===== config.mk =====
export PLATFORM = sky130hd
export DESIGN_NAME = fetch_pc_sequencer
export DESIGN_NICKNAME = d
export VERILOG_FILES = /design/src/rtl/fetch_pc_sequencer.sv
export SDC_FILE = /design/constraint.sdc
export NUM_CORES = 1
export LEC_CHECK = 0
export CAP_MARGIN = 10
export CORE_ASPECT_RATIO = 1.1
export CORE_MARGIN = 1.5
export CORE_UTILIZATION = 42
export DETAILED_ROUTE_END_ITERATION = 8
export PLACE_DENSITY = 0.77
export SYNTH_ARGS = -nofsm -noshare
export SYNTH_HDL_FRONTEND = slang
export SYNTH_SLANG_ARGS = --single-unit

===== constraint.sdc =====
create_clock -name clk -period 4 [get_ports clk]
set_input_delay 0.6 -clock clk [delete_from_list [all_inputs] [get_ports clk]]
set_output_delay 0.6 -clock clk [all_outputs]
set_load 0.02 [all_outputs]

===== src/rtl/fetch_pc_sequencer.sv =====
// Program counter owner and instruction fetch sequencer: issues req/ack fetches
// to instruction memory, delivers words to decode, and absorbs branch redirects.
module fetch_pc_sequencer #(
  parameter logic [31:0] RESET_PC = 32'h0000_0000,
  parameter logic [31:0] PC_STEP  = 32'd4
) (
  input  logic        clk,
  input  logic        reset,
  input  logic        redirect_valid,
  input  logic [31:0] redirect_target,
  input  logic        stall,
  output logic        imem_req,
  output logic [31:0] imem_addr,
  input  logic        imem_ack,
  input  logic [31:0] imem_rdata,
  output logic        inst_valid,
  output logic [31:0] inst_out,
  output logic [31:0] inst_pc,
  output logic [31:0] pc_out
);

  // Handshakes: imem_req stays high with imem_addr frozen until imem_ack is seen
  // on a rising edge; inst_valid holds inst_out/inst_pc until a cycle with stall=0.
  typedef enum logic [1:0] {
    IDLE    = 2'd0,
    FETCH   = 2'd1,
    DELIVER = 2'd2
  } state_t;

  state_t      state;
  logic [31:0] pc;
  logic        pending_v;
  logic [31:0] pending_target;
  logic [31:0] redirect_pc;
  logic        unused_target_bits;

  assign redirect_pc        = {redirect_target[31:2], 2'b00};
  assign unused_target_bits = ^redirect_target[1:0];
  assign imem_addr          = pc;
  assign pc_out             = pc;

  always_ff @(posedge clk or posedge reset) begin
    if (reset) begin
      state          <= IDLE;
      pc             <= RESET_PC;
      pending_v      <= 1'b0;
      pending_target <= 32'h0;
      imem_req       <= 1'b0;
      inst_valid     <= 1'b0;
      inst_out       <= 32'h0;
      inst_pc        <= 32'h0;
    end else begin
      case (state)
        IDLE: begin
          state    <= FETCH;
          imem_req <= 1'b1;
        end

        FETCH: begin
          if (imem_ack) begin
            // A redirect arriving with the ack beats an older pending one.
            if (redirect_valid) begin
              pc        <= redirect_pc;
              pending_v <= 1'b0;
            end else if (pending_v) begin
              pc        <= pending_target;
              pending_v <= 1'b0;
            end else begin
              inst_out   <= imem_rdata;
              inst_pc    <= pc;
              inst_valid <= 1'b1;
              pc         <= pc + PC_STEP;
              imem_req   <= 1'b0;
              state      <= DELIVER;
            end
          end else if (redirect_valid) begin
            // Address must stay stable mid-request, so park the target.
            pending_v      <= 1'b1;
            pending_target <= redirect_pc;
          end
        end

        DELIVER: begin
          if (redirect_valid) begin
            inst_valid <= 1'b0;
            pc         <= redirect_pc;
            imem_req   <= 1'b1;
            state      <= FETCH;
          end else if (!stall) begin
            inst_valid <= 1'b0;
            imem_req   <= 1'b1;
            state      <= FETCH;
          end
        end

        default: begin
          state    <= IDLE;
          imem_req <= 1'b0;
        end
      endcase
    end
  end

endmodule


After elaboration in Yosys (flattened, before gate mapping) --
Cells that the tools add are included.
Cells by class: add/subtract/negate cells 1, equality and inequality tests 7, mux-type cells 25, bitwise logic cells 3, reductions and logical operators 9
Operators by type and width (number):
- 32-bit two-way mux | 4
- 32-bit one-hot mux with 2 select lines | 1
- 32-bit by 3-bit adder with 32-bit output (second input constant) | 1
- 1-bit two-way mux | 12
- 2-bit two-way mux | 5
- 2-bit inequality test (second input constant) | 4
- 4-bit AND reduction | 2
- 2-bit one-hot mux with 3 select lines | 1
- 3-bit AND reduction | 2
- 5-bit AND reduction | 1
- 2-bit nonzero test | 2
- 3-bit inequality test (second input constant) | 1
- 1-bit inverter | 3
- 1-bit one-hot mux with 3 select lines | 1
- 2-bit by 1-bit equality test with 1-bit output (second input constant) | 1
- 2-bit equality test (second input constant) | 1
- 2-bit logical NOT | 1
- 1-bit one-hot mux with 2 select lines | 1
- 2-bit AND reduction | 1
Word-level totals: bits in registers 131, bits of input ports 69, output and inout bits 130, word-level logic and storage cells 53

Logic depth before layout (Yosys ltp) --
Gate-level depths: netlist (run 1).
depth after elaboration 5, mapped depth 8, gate-level depth less buffers 6

Worst setup path after synthesis (run 1) --
No wires, ideal clock.
path kind input to register, from input redirect_valid, to register inst_out[11], library setup time 125 ps, arrival 1838 ps, required time 3875 ps, path slack 2037 ps, stages on the path 6, path buffers 3, cells stage by stage buf_2 -> nor4bb_1 -> buf_2 -> nand2_1 -> clkbuf_1 -> mux2_2
On the way: cells in the longest elaborated chain, start to end 2
Ends and longest elaborated chain:
- start, declared | RTL line 9 | input logic redirect_valid,
- 1-bit inverter (no source line)
- 4-bit AND reduction (no source line)
- end signal, assigned | RTL line 69 | inst_out <= imem_rdata;
- end, declared | RTL line 17 | output logic [31:0] inst_out,
Every way passes these cells. A chain may end at the register's enable or synchronous reset.

Worst setup path after layout (run 1) --
from input redirect_valid, to register inst_out[14]
The elaborated chain is that of the path after synthesis.

==> metrics.md, run 1 <==
| Metric | Value |
|---|---|
| CP max stage delay | `0.57 ns` |
| Global route overflow | `0` |
| Mapped cell area | `6210 um2` |
| Max Clock Freq | `419 MHz` |
| Total of max-cap violations | `0` |
| Comb power frac | `45.9%` |
| Clock Power Share | `21.0%` |
| DRT antenna net count | `0` |
| Core area | `14400 um2` |
| Bufs on Longest Clock Path | `2` |
| Path category of the worst min-delay check | `reg2reg` |
| Die Width | `119 um` |
| Final core utilization | `59.6%` |
| Worst slew pin tran | `0.782 ns` |
| Antenna violations before repair | `0` |
| Cells after Synth | `about 540` |
| Leakage | `3.54 nW` |
| Worst hold path startpoint | `inst_valid` |
| Port bufs | `190` |
| Pre-CTS setup slack | `1.18 ns` |
| Die footprint | `between 15000 and 20000 um2` |
| Die height | `131 um` |
| Register share of total power | `33.1%` |
| I/O pins | `199` |
| Crit path launch type | `input port` |
| Dpl hpwl | `11200 um` |
| Peak VDD IR | `around 0.00037 V` |
| Critical path class | `in2reg` |
| Highest-count cells in the layout ignoring fill and taps | `clkdlybuf4s50_1 (190), dfrtp_1 (126), mux2_2 (90)` |
| Root buf cell | `clkbuf_16` |
| Setup bufs post-CTS | `0` |
| Setup-failing EPs final | `0` |
| Slew margin rel. | `47.9%` |
| Final hold violations | `0` |
| Sink Count | `~130` |
| Pre-antenna DRT Iters | `5` |
| WL final | `around 16000 um` |
| Tot Pwr | `7.41 mW` |
| Crit path max-delay cell type | `clkdlybuf4s50_1` |
| Syn_area_per_cell | `11.5 um2` |
| Synth Register Bits | `126` |
| PnR worst setup slack | `1.61 ns` |
| Final GP Congestion | `0.792` |
| CTS tree | `built` |
| First-pass GRT wire length | `25900 um` |
| Clock insertion delay at the later pin of the skew report | `0.42 ns` |
| Leading cell type in the layout, fill and taps excluded | `clkdlybuf4s50_1` |
| Net Switching | `2.78 mW` |
| Crit path launch | `redirect_valid` |
| Unique masters post-synth | `56` |
| Worst r2r src | `state[1]` |
| Num CTS Buffers | `17` |
| Arr. time, crit path | `~2.7 ns` |
| Antenna Cells | `0` |
| Minimum clock period | `2.39 ns` |
| YS warnings | `0` |
| Initial core utilization | `43.0%` |
| H-tree depth | `4` |
| Outcome | `completed` |
| Area Overhead vs Synth | `38.6%` |
| Final nets | `764` |
| Cts repair resizes | `0` |
| Iteration-0 DRC count of the detailed router | `~310` |
| Most used DFF post-synth | `dfrtp_1` |
| CP Capture Type | `flip-flop` |
| Hold buffers post-CTS | `0` |
| Vias per cell | `~5.5` |
| Maximum fanout along the worst path | `42` |
| Vias in the first global route | `between 4000 and 5000` |
| Worst path cell trace | `clkdlybuf4s50_1, nor4bb_2, buf_4, nand2_4, buf_12, mux2_2` |
| Wire per inst | `roughly 18 um` |
| RSZ-0062 raised after global routing | `no` |
| Setup TNS | `0 ns` |
| P_int | `approximately 4.6 mW` |
| Non-filler cells, final | `between 800 and 900` |
| Placed insts | `867` |
| Row cnt | `46` |
| Pins Over Slew Limit | `0` |
| Via count | `4950` |
| Reg clk slew, reported paths | `around 0.050 ns` |
| Remaining DRCs | `0` |
| Seq/Total Area, Yosys | `between 50% and 60%` |
| Sw Share | `37.5%` |
| Final Cycle Share | `59.7%` |
| Pwr/cell area | `861 nW/um2` |
| Total global-route track usage | `between 20% and 30%` |
| Required time of the critical path | `4.30 ns` |
| Async S/R FF share, synth | `100%` |
| Post-synth EDFFs | `0` |
| Layout cell share with drive strength beyond 1 | `20.1%` |
| Clk_skew | `0.00633 ns` |
| Largest net degree at the start of global routing | `99` |
[Yosys cell counts (3+ instances only)]
cell type | number | share of area (%)
buf_1 | 4 | 0.24
xnor2_1 | 14 | 2.0
dfrtp_1 | 126 | 51
clkbuf_8 | 4 | 0.89
o211ai_1 | 6 | 0.73
buf_2 | 12 | 0.97
a31oi_1 | 3 | 0.30
nand2_1 | 26 | 1.6
and4_2 | 3 | 0.48
a21o_1 | 4 | 0.48
buf_4 | 36 | 4.4
mux2i_1 | 6 | 0.97
clkbuf_1 | 10 | 0.60
xor2_1 | 6 | 0.85
nand2b_1 | 3 | 0.30
and3_1 | 11 | 1.1
a221oi_1 | 5 | 0.71
and2_1 | 3 | 0.30
nor3_1 | 3 | 0.24
inv_1 | 4 | 0.24
o22ai_1 | 4 | 0.40
o21ai_0 | 28 | 2.3
nand3_1 | 23 | 1.9
nand4_1 | 14 | 1.4
a21oi_1 | 23 | 1.9
a211oi_1 | 3 | 0.36
nor4_1 | 6 | 0.60
and4_1 | 6 | 0.85
mux2_2 | 90 | 16
nor2_1 | 22 | 1.3
[worst paths after layout]
check	to	slack, ns	depth (start not counted)
hold reg to reg	inst_valid	0.48	1
min in group asynchronous	inst_out[17]	0.52	2
hold / removal	inst_valid	0.48	1
setup / recovery	inst_out[14]	1.61	6
setup reg to reg	imem_addr[14]	1.72	5
max in group asynchronous	inst_pc[22]	2.63	3
[routing by layer]
metal	up-vias	GRT usage [%]	routed length (um)
met4	0	10.6	398
li1	2224	-	-
met3	27	5.64	1140
met5	-	0	0
met1	2502	26.2	6610
met2	197	36.1	8320
[sequential cells by signal, summed over array words and instances (netlist names)]
signal and flops:
inst_out 32, pending_target 30, imem_addr 30, state 2, pending_v 1, inst_valid 1
inst_pc 30
[final cells by class]
| type | count | area, um2 |
|---|---|---|
| clock inverters | 7 | 110 |
| fillers | 1164 | 5840 |
| multi-input cells | 346 | 2610 |
| clock buffers | 24 | 482 |
| inverters | 4 | 17.5 |
| flip-flops and latches | 126 | 3150 |
| well taps | 192 | 240 |
| repair buffers | 199 | 1990 |
[logic make-up after synthesis]
logic type	count (synthesis)	share of synthesized area (%)
xor+xnor	20	2.82
fa+ha+maj	1	0.201
compound gates	92	9.39
flops	126	50.8
mux	96	17.3
simple gates	131	11.6
other cells	1	0.0604
buf+inv	74	7.86
[through the flow]
stage                     area [um2]  hold slack [ns]
final                           8600            0.481
after global routing            8600            0.512
after CTS                       8600            0.484
after detailed placement        8010            0.468
after global placement          8010            0.464
after floorplan                 6230            0.472
[power groups by stage]
stage	combinational [mW]	sequential (mW)	clock, mW
2_1_floorplan	1.55	2.88	0
3_3_place_gp	3.33	2.41	0
3_5_place_dp	3.41	2.47	0
4_1_cts	3.42	2.45	1.59
5_1_grt	3.61	2.55	1.64
6_report	3.40	2.46	1.55
[worst max-delay path: cells and delay by family]
family | cells | cell delay, ns
and+or+nand+nor | 2 | 0.64
buffers and inverters | 3 | 1.12
muxes | 1 | 0.30
Note: power is estimated with default switching activity, not from simulation.
==> run 2: changes to the inputs <==
--- a/config.mk
+++ b/config.mk
@@ -8,9 +8,9 @@
 export CAP_MARGIN = 10
 export CORE_ASPECT_RATIO = 1.1
 export CORE_MARGIN = 1.5
-export CORE_UTILIZATION = 42
+export CORE_UTILIZATION = 47
 export DETAILED_ROUTE_END_ITERATION = 8
-export PLACE_DENSITY = 0.77
+export PLACE_DENSITY = 0.81
 export SYNTH_ARGS = -nofsm -noshare
 export SYNTH_HDL_FRONTEND = slang
 export SYNTH_SLANG_ARGS = --single-unit
==> constraint.sdc (replaced) <==
create_clock -name clk -period 2.5 [get_ports clk]
set_input_delay 0.375 -clock clk [delete_from_list [all_inputs] [get_ports clk]]
set_output_delay 0.375 -clock clk [all_outputs]
set_load 0.02 [all_outputs]
==> run 2 against run 1 <==
- combinational power grew 67%
- sequential power grew 55%
- clock-buffer cell count grew 2
- wire length shrank 1.1%
- clock power grew 65%
- total power grew 63%
- design area grew 1.7%
- first-iteration DRC count shrank 5.1%
- die area shrank 10%
- largest power group unchanged
- non-clock buffer count grew 18
- critical path type is now reg2reg
- sequential share of layout area shrank 0.61 points
- flip-flop and latch count is the same
==> metrics.md, run 2 (same netlist as run 1, synthesis figures left out) <==
| Metric | Value |
|---|---|
| Outcome | `completed` |
| Final core utilization | `68.6%` |
| Port bufs | `between 150 and 200` |
| DRT antenna net count | `0` |
| Antenna violations before repair | `0` |
| RSZ-0062 raised after global routing | `no` |
| Non-filler cells, final | `882` |
| Maximum fanout along the worst path | `11` |
| Worst path cell trace | `nand3_1, nor4_1, nand3_1, xor2_1, o21ai_0` |
| H-tree depth | `4` |
| Worst slew pin tran | `between 0.6 and 0.7 ns` |
| Cell mode on critical path | `nand3_1` |
| Die height | `124 um` |
| Dpl hpwl | `11600 um` |
| Cts repair resizes | `0` |
| Setup bufs post-CTS | `0` |
| Final Cycle Share | `83.5%` |
| CP max stage delay | `0.57 ns` |
| Iteration-0 DRC count of the detailed router | `a little under 300` |
| Final hold violations | `0` |
| Critical path class | `reg2reg` |
| Core area | `around 13000 um2` |
| Worst Hold Margin | `approximately 0.33 ns` |
| Leading cell type in the layout, fill and taps excluded | `clkdlybuf4s50_1` |
| Num CTS Buffers | `17` |
| Via count | `around 5000` |
| Total global-route track usage | `about a quarter` |
| Root buf cell | `clkbuf_16` |
| Setup TNS | `0 ns` |
| Highest-count cells in the layout ignoring fill and taps | `clkdlybuf4s50_1 (190), dfrtp_1 (126), mux2_2 (90)` |
| WL final | `around 16000 um` |
| Global route overflow | `0` |
| Bufs on Longest Clock Path | `2` |
| Minimum clock period | `2.09 ns` |
| Required time of the critical path | `about 2.8 ns` |
| Slew margin rel. | `59.4%` |
| Final GP Congestion | `approximately 0.84` |
| Largest net degree at the start of global routing | `61` |
| Crit path buffers/inverters | `0` |
| CP Depth | `5` |
| Arr. time, crit path | `2.40 ns` |
| I/O pins | `199` |
| Pre-antenna DRT Iters | `7` |
| Remaining DRCs | `0` |
| Max Clock Freq | `479 MHz` |
| Row cnt | `43` |
| Worst-case reg-to-reg path depth | `5` |
| Initial core utilization | `48.7%` |
| Leakage | `3.64 nW` |
| Pins Over Slew Limit | `0` |
| Vias in the first global route | `5228` |
| Top delay family on crit path | `simple AND/OR/NAND/NOR gates` |
| Peak VDD IR | `roughly 0.00074 V` |
| Antenna Cells | `0` |
| Setup-failing EPs final | `0` |
| Final nets | `782` |
| Pwr/cell area | `approximately 1400 nW/um2` |
| Placed insts | `850` |
| CP Capture Type | `flip-flop` |
| Layout cell share with drive strength beyond 1 | `21.9%` |
| Max reg flops | `32` |
| Path category of the worst min-delay check | `in2async` |
| Hold buffers post-CTS | `0` |
| First-pass GRT wire length | `26100 um` |
| CTS tree | `built` |
| Die Width | `about 110 um` |
| Wire per inst | `18.5 um` |
| Clock insertion delay at the later pin of the skew report | `0.41 ns` |
| Crit path max-delay cell type | `dfrtp_1` |
| Total of max-cap violations | `0` |
| Sink Count | `126` |
| Vias per cell | `5.69` |
| Most flop-heavy register | `inst_out` |
| Area Overhead vs Synth | `40.9%` |
| Clk_skew | `0.00570 ns` |
| Reg clk slew, reported paths | `0.05 ns` |
| Crit path launch type | `flip-flop` |
| Tot Pwr | `about 12 mW` |
| Die footprint | `13900 um2` |
[run 2: cell count changes in the layout (fill, tap and decap cells not counted), sizes merged]
cell      delta
buf         +18
bufinv       +1
clkbuf       +2
clkinv       -2
clkinvlp     +1
inv          -1
[run 2: metrics by stage]
| stage | worst slack (ns) | area (um2) |
|---|---|---|
| after floorplan | 0.572 | 6230 |
| after global placement | 0.243 | 8130 |
| after detailed placement | 0.161 | 8130 |
| after CTS | 0.459 | 8750 |
| after global routing | 0.296 | 8750 |
| final | 0.414 | 8750 |
[run 2: worst paths after layout]
kind | startpoint | slack (ns) | endpoint
max | imem_addr[4] | 0.41 | imem_addr[30]
max in group asynchronous | reset | 1.59 | imem_addr[15]
max reg2reg | imem_addr[4] | 0.41 | imem_addr[30]
min in group clk | inst_pc[10] | 0.49 | inst_pc[10]
min reg2reg | inst_pc[10] | 0.49 | inst_pc[10]
min | reset | 0.33 | state[1]
[run 2: worst reg2reg max path, cell delays in order (launching register included)]
cell	delay, ns
dfrtp_1	0.57
nand3_1	0.34
nor4_1	0.55
nand3_1	0.18
xor2_1	0.18
o21ai_0	0.18
[run 2: area by class of cell]
class	instances	area, um2
Timing Repair Buffer	217	2150
Fill cell	936	4000
Clock inverter	6	130
Tap cell	157	196
Inverter	4	18.8
Multi-Input combinational cell	346	2610
Clock buffer	26	489
Sequential cell	126	3150
[run 2: power breakdown]
group,internal (mW),leakage [nW],switching (mW)
clock,1.75,0.303,0.819
sequential,2.99,1.50,0.828
combinational,2.89,1.84,2.79
[run 2: per-layer routing]
layer | vias up | global-route usage, % | wire (um)
li1 | 2276 | - | -
met1 | 2486 | 28.2 | 6230
met2 | 223 | 42.0 | 8580
met3 | 31 | 6.42 | 1140
met4 | 0 | 10.5 | 338
met5 | - | 0 | 0
==> run 3: changes to the inputs <==
==> constraint.sdc (replaced) <==
create_clock -name clk -period 1.95 [get_ports clk]
set_input_delay 0.2925 -clock clk [delete_from_list [all_inputs] [get_ports clk]]
set_output_delay 0.2925 -clock clk [all_outputs]
set_load 0.02 [all_outputs]
==> run 3 against run 2 <==
- critical path depth decreased by 3
- non-clock buffer count is 25 higher
- global-route usage up 0.60 points
- design area up 2.0%
- total power is 29% higher
- hold slack better by 0.025 ns
- sequential power increased by 22%
- critical path type is now reg2out
- critical endpoint is now imem_addr[4]
- largest power group unchanged
==> metrics.md, run 3 (same netlist as run 1, synthesis figures left out) <==
| Metric | Value |
|---|---|
| Crit path max-delay cell type | `clkdlybuf4s50_1` |
| CP Capture Type | `output port` |
| Vias in the first global route | `5198` |
| Initial core utilization | `around 49%` |
| Setup bufs post-CTS | `0` |
| RSZ-0062 raised after global routing | `no` |
| Pre-antenna DRT Iters | `5` |
| Port bufs | `190` |
| Outcome | `completed` |
| First-pass GRT wire length | `26600 um` |
| Register area | `approximately 3200 um2` |
| Reg clk slew, reported paths | `0.05 ns` |
| Global route overflow | `0` |
| Leakage | `about 3.8 nW` |
| Path category of the worst min-delay check | `in2async` |
| Fill count | `between 800 and 900` |
| Largest net degree at the start of global routing | `98` |
| Worst slew pin tran | `0.557 ns` |
| Wire per inst | `between 15 and 20 um` |
| Core area | `12800 um2` |
| Dpl hpwl | `11900 um` |
| Max Clock Freq | `526 MHz` |
| Area Overhead vs Synth | `43.7%` |
| Maximum fanout along the worst path | `8` |
| P_int | `9.83 mW` |
| CTS tree | `built` |
| Sink Count | `between 100 and 150` |
| Total of max-cap violations | `0` |
| Final GP Congestion | `0.854` |
| Design area | `8920 um2` |
| Final nets | `807` |
| Die Width | `113 um` |
| Setup TNS | `0 ns` |
| Row cnt | `43` |
| Net Switching | `5.79 mW` |
| Most flop-heavy register | `inst_out` |
| Highest-count cells in the layout ignoring fill and taps | `clkdlybuf4s50_1 (190), dfrtp_1 (123), mux2_2 (90)` |
| Sw Share | `37.1%` |
| Clock Power Share | `20.1%` |
| Max reg flops | `32` |
| Register share of total power | `29.9%` |
| I/O pins | `199` |
| Required time of the critical path | `1.66 ns` |
| Clk_skew | `around 0.0072 ns` |
| Arr. time, crit path | `1.61 ns` |
| Multi-input gate area | `2620 um2` |
| Antenna violations before repair | `0` |
| Vias per cell | `5.68` |
| Antenna Cells | `0` |
| Bufs on Longest Clock Path | `2` |
| DRT antenna net count | `0` |
| Pins Over Slew Limit | `0` |
| Comb power frac | `50.0%` |
| CP max stage delay | `0.61 ns` |
| Critical path class | `reg2out` |
| Via count | `around 5000` |
| Minimum clock period | `1.90 ns` |
| Root buf cell | `clkbuf_16` |
| H-tree depth | `4` |
| Slew margin rel. | `62.9%` |
| Die footprint | `between 10000 and 15000 um2` |
| Final hold violations | `0` |
| Remaining DRCs | `0` |
| Pwr/cell area | `1750 nW/um2` |
| Top delay family on crit path | `buffers and inverters` |
| Crit path buffers/inverters | `2` |
| Worst path cell trace | `buf_4, clkdlybuf4s50_1` |
| Clock insertion delay at the later pin of the skew report | `0.41 ns` |
| Final Cycle Share | `between 90% and 100%` |
| Layout cell share with drive strength beyond 1 | `about 26%` |
| Placed cell area | `8320 um2` |
| Setup-failing EPs final | `0` |
| Crit path launch type | `flip-flop` |
| Num CTS Buffers | `17` |
| Total global-route track usage | `24.7%` |
| Leading cell type in the layout, fill and taps excluded | `clkdlybuf4s50_1` |
| Iteration-0 DRC count of the detailed router | `357` |
| Die height | `124 um` |
| Peak VDD IR | `0.000873 V` |
| WL final | `16800 um` |
## run 3: changes by cell type in the layout (fill, tap and decap cells not counted)
| cell | before | now |
|---|---|---|
| dfrtp_2 | 0 | 3 |
| a221oi_1 | 5 | 4 |
| clkbuf_8 | 3 | 5 |
| a221oi_2 | 0 | 1 |
| nor2b_2 | 0 | 1 |
| clkinv_2 | 2 | 4 |
| buf_4 | 23 | 48 |
| nand3_1 | 23 | 22 |
| bufinv_16 | 4 | 2 |
| clkbuf_1 | 6 | 4 |
| nor2b_1 | 2 | 1 |
| dfrtp_1 | 126 | 123 |
| nand3_2 | 0 | 1 |
## run 3: cell type report
cell class / count / share of cell area [%]
Clock buffer: 26 / 5.71
Clock inverter: 6 / 0.897
Sequential cell: 126 / 35.4
Tap cell: 157 / 2.20
Multi-Input combinational cell: 346 / 29.4
Inverter: 4 / 0.210
Timing Repair Buffer: 242 / 26.2
## run 3: routing by layer
metal	vias to the layer above	track usage, %	share of wire, %
met5	-	0	0
met4	0	11.8	2.5
met3	36	6.08	7.6
met2	257	42.2	52
met1	2551	29.5	38
li1	2305	-	-
## run 3: timing repair
action,in CTS,in global routing
gates resized for setup,1,5
hold endpoints to repair,0,0
pin swaps,0,0
setup endpoints to repair,2,7
hold buffers,0,0
## run 3: worst register-to-register path, cell delays in order, from the launching register on
cell and delay (ns):
dfrtp_1 0.39, buf_4 0.15, nor4bb_2 0.16, buf_4 0.17
and2_1 0.26, buf_4 0.18, a221oi_1 0.23, o21ai_0 0.13
## run 3: final timing paths
check,slack (ns),startpoint,endpoint,cells after the start
min reg2reg,0.48,inst_valid,inst_valid,1
min,0.36,reset,inst_valid,3
min in group clk,0.48,inst_valid,inst_valid,1
max reg2reg,0.14,state[0],imem_addr[19],7
max,0.05,imem_addr[4],imem_addr[4],2
max in group asynchronous,1.11,reset,imem_addr[23],3
## run 3: metrics by stage
stage / std cells / util, % / total power [mW] / setup WS (ns) / hold slack [ns]
2_1_floorplan: 546 / - / 9.09 / 0.0428 / 0.432
3_3_place_gp: 875 / 65.2 / 12.2 / -0.0357 / 0.470
3_5_place_dp: 875 / 65.2 / 12.5 / -0.0897 / 0.467
4_1_cts: 907 / 69.9 / 15.7 / 0.00461 / 0.362
5_1_grt: 907 / 70.0 / 16.4 / 0.00591 / 0.415
6_report: 907 / 70.0 / 15.6 / 0.0500 / 0.356
## run 3: power by group through the flow
| stage | Sequential, mW | Clock (mW) | Combinational, mW |
|---|---|---|---|
| 2_1_floorplan | 5.90 | 0 | 3.18 |
| 3_3_place_gp | 4.58 | 0 | 7.60 |
| 3_5_place_dp | 4.68 | 0 | 7.79 |
| 4_1_cts | 4.65 | 3.18 | 7.84 |
| 5_1_grt | 4.84 | 3.30 | 8.26 |
| 6_report | 4.67 | 3.14 | 7.82 |
